==> config.mk <==
export PLATFORM = sky130hd
export DESIGN_NAME = btn_conditioner
export DESIGN_NICKNAME = d
export VERILOG_FILES = /design/src/rtl/btn_conditioner.sv
export SDC_FILE = /design/constraint.sdc
export NUM_CORES = 1
export LEC_CHECK = 0
export CORE_AREA = 2 2 92 94
export DETAILED_ROUTE_END_ITERATION = 12
export DIE_AREA = 0 0 94 96
export PLACE_DENSITY = 0.79
export SLEW_MARGIN = 25
export SYNTH_ARGS = -nofsm -noshare
export SYNTH_HDL_FRONTEND = slang
export SYNTH_SLANG_ARGS = --single-unit
export TNS_END_PERCENT = 1
==> constraint.sdc <==
create_clock -name CLK -period 5.5 [get_ports CLK]
set_input_delay 1.375 -clock CLK [delete_from_list [all_inputs] [get_ports CLK]]
set_output_delay 1.375 -clock CLK [all_outputs]
set_load 0.01 [all_outputs]
==> src/rtl/btn_conditioner.sv <==
// Button front-end: 2-flop synchroniser plus per-channel debounce FSM with registered level/press/release.
// Define BTN_AUTOREPEAT_EN to add held-button auto-repeat press strobes.

module btn_conditioner #(
    parameter int N_BTN           = 4,
    parameter int DEBOUNCE_CYCLES = 120000,
    parameter int CNT_W           = 17,
    parameter int REPEAT_DELAY    = 6000000,
    parameter int REPEAT_PERIOD   = 1200000
) (
    input  logic             CLK,
    input  logic             RST,
    input  logic [N_BTN-1:0] btn_raw,
    output logic [N_BTN-1:0] btn_level,
    output logic [N_BTN-1:0] btn_press,
    output logic [N_BTN-1:0] btn_release
);

    typedef enum logic [1:0] {
        IDLE_LO,
        ARM_HI,
        HELD,
        ARM_LO
    } chanState_e;

    localparam logic [CNT_W-1:0] CntLast = CNT_W'(DEBOUNCE_CYCLES - 1);

    logic [N_BTN-1:0] sync1_q;
    logic [N_BTN-1:0] sync2_q;

    always_ff @(posedge CLK or posedge RST) begin
        if (RST) begin
            sync1_q <= '0;
            sync2_q <= '0;
        end else begin
            sync1_q <= btn_raw;
            sync2_q <= sync1_q;
        end
    end

`ifndef BTN_AUTOREPEAT_EN
    logic unusedRepeatParams;
    assign unusedRepeatParams = ^{REPEAT_DELAY, REPEAT_PERIOD};
`endif

    for (genvar ch = 0; ch < N_BTN; ch++) begin : gChan
        chanState_e       state_q;
        logic [CNT_W-1:0] cnt_q;
        logic             level_q;
        logic             press_q;
        logic             release_q;
        logic             sNow;
        logic             releaseAccept;

        assign sNow          = sync2_q[ch];
        assign releaseAccept = (state_q == ARM_LO) && !sNow && (cnt_q == CntLast);

`ifdef BTN_AUTOREPEAT_EN
        localparam int RptW = $clog2(REPEAT_DELAY + 1);

        logic [RptW-1:0] rpt_q;
        logic            rptActive;
        logic            rptFire;

        // Repeat age keeps running through a rejected release bounce; only a press acceptance clears it.
        assign rptActive = (state_q == HELD) || (state_q == ARM_LO);
        assign rptFire   = rptActive && (rpt_q == RptW'(REPEAT_DELAY - 1));
`endif

        always_ff @(posedge CLK or posedge RST) begin
            if (RST) begin
                state_q   <= IDLE_LO;
                cnt_q     <= '0;
                level_q   <= 1'b0;
                press_q   <= 1'b0;
                release_q <= 1'b0;
`ifdef BTN_AUTOREPEAT_EN
                rpt_q     <= '0;
`endif
            end else begin
                press_q   <= 1'b0;
                release_q <= 1'b0;
                case (state_q)
                    IDLE_LO: begin
                        if (sNow) begin
                            state_q <= ARM_HI;
                            cnt_q   <= CNT_W'(1);
                        end
                    end
                    ARM_HI: begin
                        if (!sNow) begin
                            state_q <= IDLE_LO;
                            cnt_q   <= '0;
                        end else if (cnt_q == CntLast) begin
                            state_q <= HELD;
                            cnt_q   <= '0;
                            level_q <= 1'b1;
                            press_q <= 1'b1;
`ifdef BTN_AUTOREPEAT_EN
                            rpt_q   <= '0;
`endif
                        end else begin
                            cnt_q <= cnt_q + 1'b1;
                        end
                    end
                    HELD: begin
                        if (!sNow) begin
                            state_q <= ARM_LO;
                            cnt_q   <= CNT_W'(1);
                        end
                    end
                    ARM_LO: begin
                        if (sNow) begin
                            state_q <= HELD;
                            cnt_q   <= '0;
                        end else if (releaseAccept) begin
                            state_q   <= IDLE_LO;
                            cnt_q     <= '0;
                            level_q   <= 1'b0;
                            release_q <= 1'b1;
                        end else begin
                            cnt_q <= cnt_q + 1'b1;
                        end
                    end
                    default: begin
                        state_q <= IDLE_LO;
                        cnt_q   <= '0;
                    end
                endcase
`ifdef BTN_AUTOREPEAT_EN
                if (rptActive && !releaseAccept) begin
                    if (rptFire) begin
                        press_q <= 1'b1;
                        rpt_q   <= RptW'(REPEAT_DELAY - REPEAT_PERIOD);
                    end else begin
                        rpt_q <= rpt_q + 1'b1;
                    end
                end
`endif
            end
        end

        assign btn_level[ch]   = level_q;
        assign btn_press[ch]   = press_q;
        assign btn_release[ch] = release_q;
    end

endmodule

==> out/metrics.cfg <==
[status]
status=finished, final reports clean

[critical_path]
slowest_delay_ns=0.55
path_max_fanout=3
crit_slowest_cell=clkdlybuf4s50_1
cp.required_ns=4.12
crit_family=buffers and inverters
path_class=flip-flop to primary output
cp_cell_sequence=clkdlybuf4s50_1
cp-start-kind=flip-flop
cp_num_buf_inv=1
crit_path_end_kind=primary output
worst_ep_arrival_time_ns=1.29

[logic_synthesis]
ys_seq_area_frac=0.493
synth-adder-area-share=0.0103
synth_xor_area_frac=0.0288
synth_compound_area_frac=0.157
muxShareOfSynthArea=0.0159
post-synth-top-count-cell=dfrtp_1
synth_edf_count=0
yosys.area_share.simple=0.247
synth_top_area_cell=dfrtp_1
ys_warn_count=0
synthTopCellsByCount=dfrtp_1 (96), nand2_1 (70), o21ai_0 (45)
ys.flop_type=dfrtp_1
yosysTopAreaCellShare=0.493
avgSynthCellArea_um2=9.32
synth.net_count=533
synthArstFlopShare=1.00
synth.top_cells.by_area=dfrtp_1 (49%), nand2_1 (5.4%), o21ai_0 (4.6%)
synth_cells=523
synth_top_family_by_area=simple AND/OR/NAND/NOR gates
syn_area_mm2=0.00487
synth-seq-cells=96
synth_cell_types=54

[route]
via_per_inst=6.07
ant_nets=0
drt_pre_antenna_iters=5
wirelength_um=9420
wl_per_cell_um=14.9
vias=3838
drt_iter0_drc=165
drc_errors=0

[clock_network]
clk_pin_slew_worst_paths_ns=0.09
holdBufCountCts=0
post_cts_buffers=0
clockBufferDepth=2
cts_resized=0
clock-sinks=96
cts_tree=done
cts_made_buffers=9
htree_levels=3
insertion_delay_ns=0.37
clockRootBuffer=clkbuf_8

[timing]
fin_crit_sh=0.485
max_freq_mhz=375
drv_slew=0
worst_slew_pin_slew_ns=0.938
hold_viol_final=0
setup_violations=0
finClkSkew_ns=0.0138
slew_headroom=0.372
finalSetupTns_ns=0
grt_setup_unrepaired=false
period_needed_ns=2.67

[pwr]
irDropWorstVdd_v=0.000177
cellLeakagePower_nw=2.16
power_density_mw_per_mm2=327

[global_route]
met1_usage=0.307
grt_start_max_net_pins=70
grtUsageMet3=0.0493
grt_antenna_before_repair=0
grt_use_total=0.222
grt_pass1_wl_um=16100
grt_overflow=0
top_usage_layer=met2
grtUsageMet2=0.358
grt_pass1_vias=3526

[finish]
drive_gt1_frac=0.0588
fin_area_mm2=0.00521
area_delta_synth_final_pct=6.96
final_nets=532
antennaDiodeCount=0
fillers=654

[placed_design]
io_buffer_count=17
dpl_cell_area_mm2=0.00502
dp_hpwl_um=6370
place_congestion=0.862

[floorplanning]
initial_utilization=0.605
dieArea_mm2=0.00902
io_pins=18
core_area_mm2=0.00805
fp.dieW_um=94
fp-row-count=33
die_h_um=96

[flow_run]
max_cap_viol_count=0

[min_path]
hold_path.class=flip-flop to flip-flop

-- kinds of logic (layout without fill, tap and decap cells) --
kind of cell,Yosys count,count (layout)
mux,7,7
fa+ha+maj,4,4
flops,96,96
simple gates,227,227
buf+inv,46,50
xor+xnor,16,16
compound gates,127,127
-- metrics by stage --
stage                     hold slack [ns]  power (mW)  instances  worst slack [ns]  utilization
after floorplan                     0.331        1.16        523              1.62            -
after global placement              0.342        1.23        616              2.65        0.622
after detailed placement            0.338        1.25        616              2.64        0.623
after CTS                           0.363        1.71        632              2.81        0.646
after global routing                0.366        1.81        632              2.78        0.647
final                               0.360        1.70        632              2.83        0.647
-- worst paths after layout --
path                                    startpoint                 end  slack [ns]  cells after the start
max in group asynchronous                      RST    gChan[3].press_q        3.11                      3
worst min-delay path                    sync1_q[0]          sync2_q[0]        0.36                      0
worst max register to register  gChan[0].cnt_q[13]  gChan[0].release_q        3.27                      4
worst min register to register          sync1_q[0]          sync2_q[0]        0.36                      0
min in group asynchronous                      RST   gChan[0].cnt_q[9]        1.51                      2
worst max-delay path              gChan[2].level_q        btn_level[2]        2.83                      1
-- area by class of cell --
class	count	area [um^2]	share of cell area
clock inverters	5	56.3	0.0108
flip-flops and latches	96	2400	0.461
multi-input cells	381	2250	0.432
clock buffers	11	131	0.0252
inverters	16	62.6	0.0120
well taps	105	131	0.0252
repair buffers	18	178	0.0341
-- flip-flops by register name (all words and copies together), names as in the netlist, named ones only --
name / flops
gChan.level_q: 4
sync2_q: 4
gChan.press_q: 4
gChan.cnt_q: 68
gChan.state_q: 4
sync1_q: 4
gChan.release_q: 4
-- where the power goes --
group / switching (mW) / leakage, nW / total (mW) / internal, mW
Sequential: 0.0717 / 1.29 / 0.830 / 0.758
Clock: 0.245 / 0.0937 / 0.456 / 0.211
Combinational: 0.278 / 0.773 / 0.418 / 0.140
Total: 0.595 / 2.16 / 1.70 / 1.11
-- layout by cell type (no fill, tap or decap), types with 3 or more instances in the layout --
master | synthesis | routed
nand2_1 | 70 | 70
nand4_1 | 13 | 13
nor3b_1 | 5 | 5
xnor2_1 | 7 | 7
inv_1 | 16 | 15
a41oi_1 | 3 | 3
and4_1 | 5 | 5
a21oi_1 | 28 | 27
and3_1 | 9 | 9
nand4b_1 | 5 | 5
or3_1 | 15 | 15
and2_1 | 4 | 4
o22ai_1 | 4 | 4
ha_1 | 4 | 4
a22o_1 | 5 | 5
o21ai_0 | 45 | 45
nor3_1 | 15 | 15
xor2_1 | 9 | 9
nor2_2 | 1 | 3
mux2i_1 | 4 | 4
dfrtp_1 | 96 | 96
a21o_1 | 9 | 9
a31oi_1 | 19 | 18
clkdlybuf4s50_1 | 0 | 17
o311ai_0 | 4 | 4
nand3_1 | 38 | 38
clkbuf_8 | 0 | 9
nor2_1 | 29 | 27
-- per-layer routing --
metal | wire length, um | share of wire
met4 | 104 | 0.011
met3 | 379 | 0.040
met5 | 0 | 0
met2 | 4460 | 0.47
met1 | 4480 | 0.48
(Power assumes the default switching activity.)
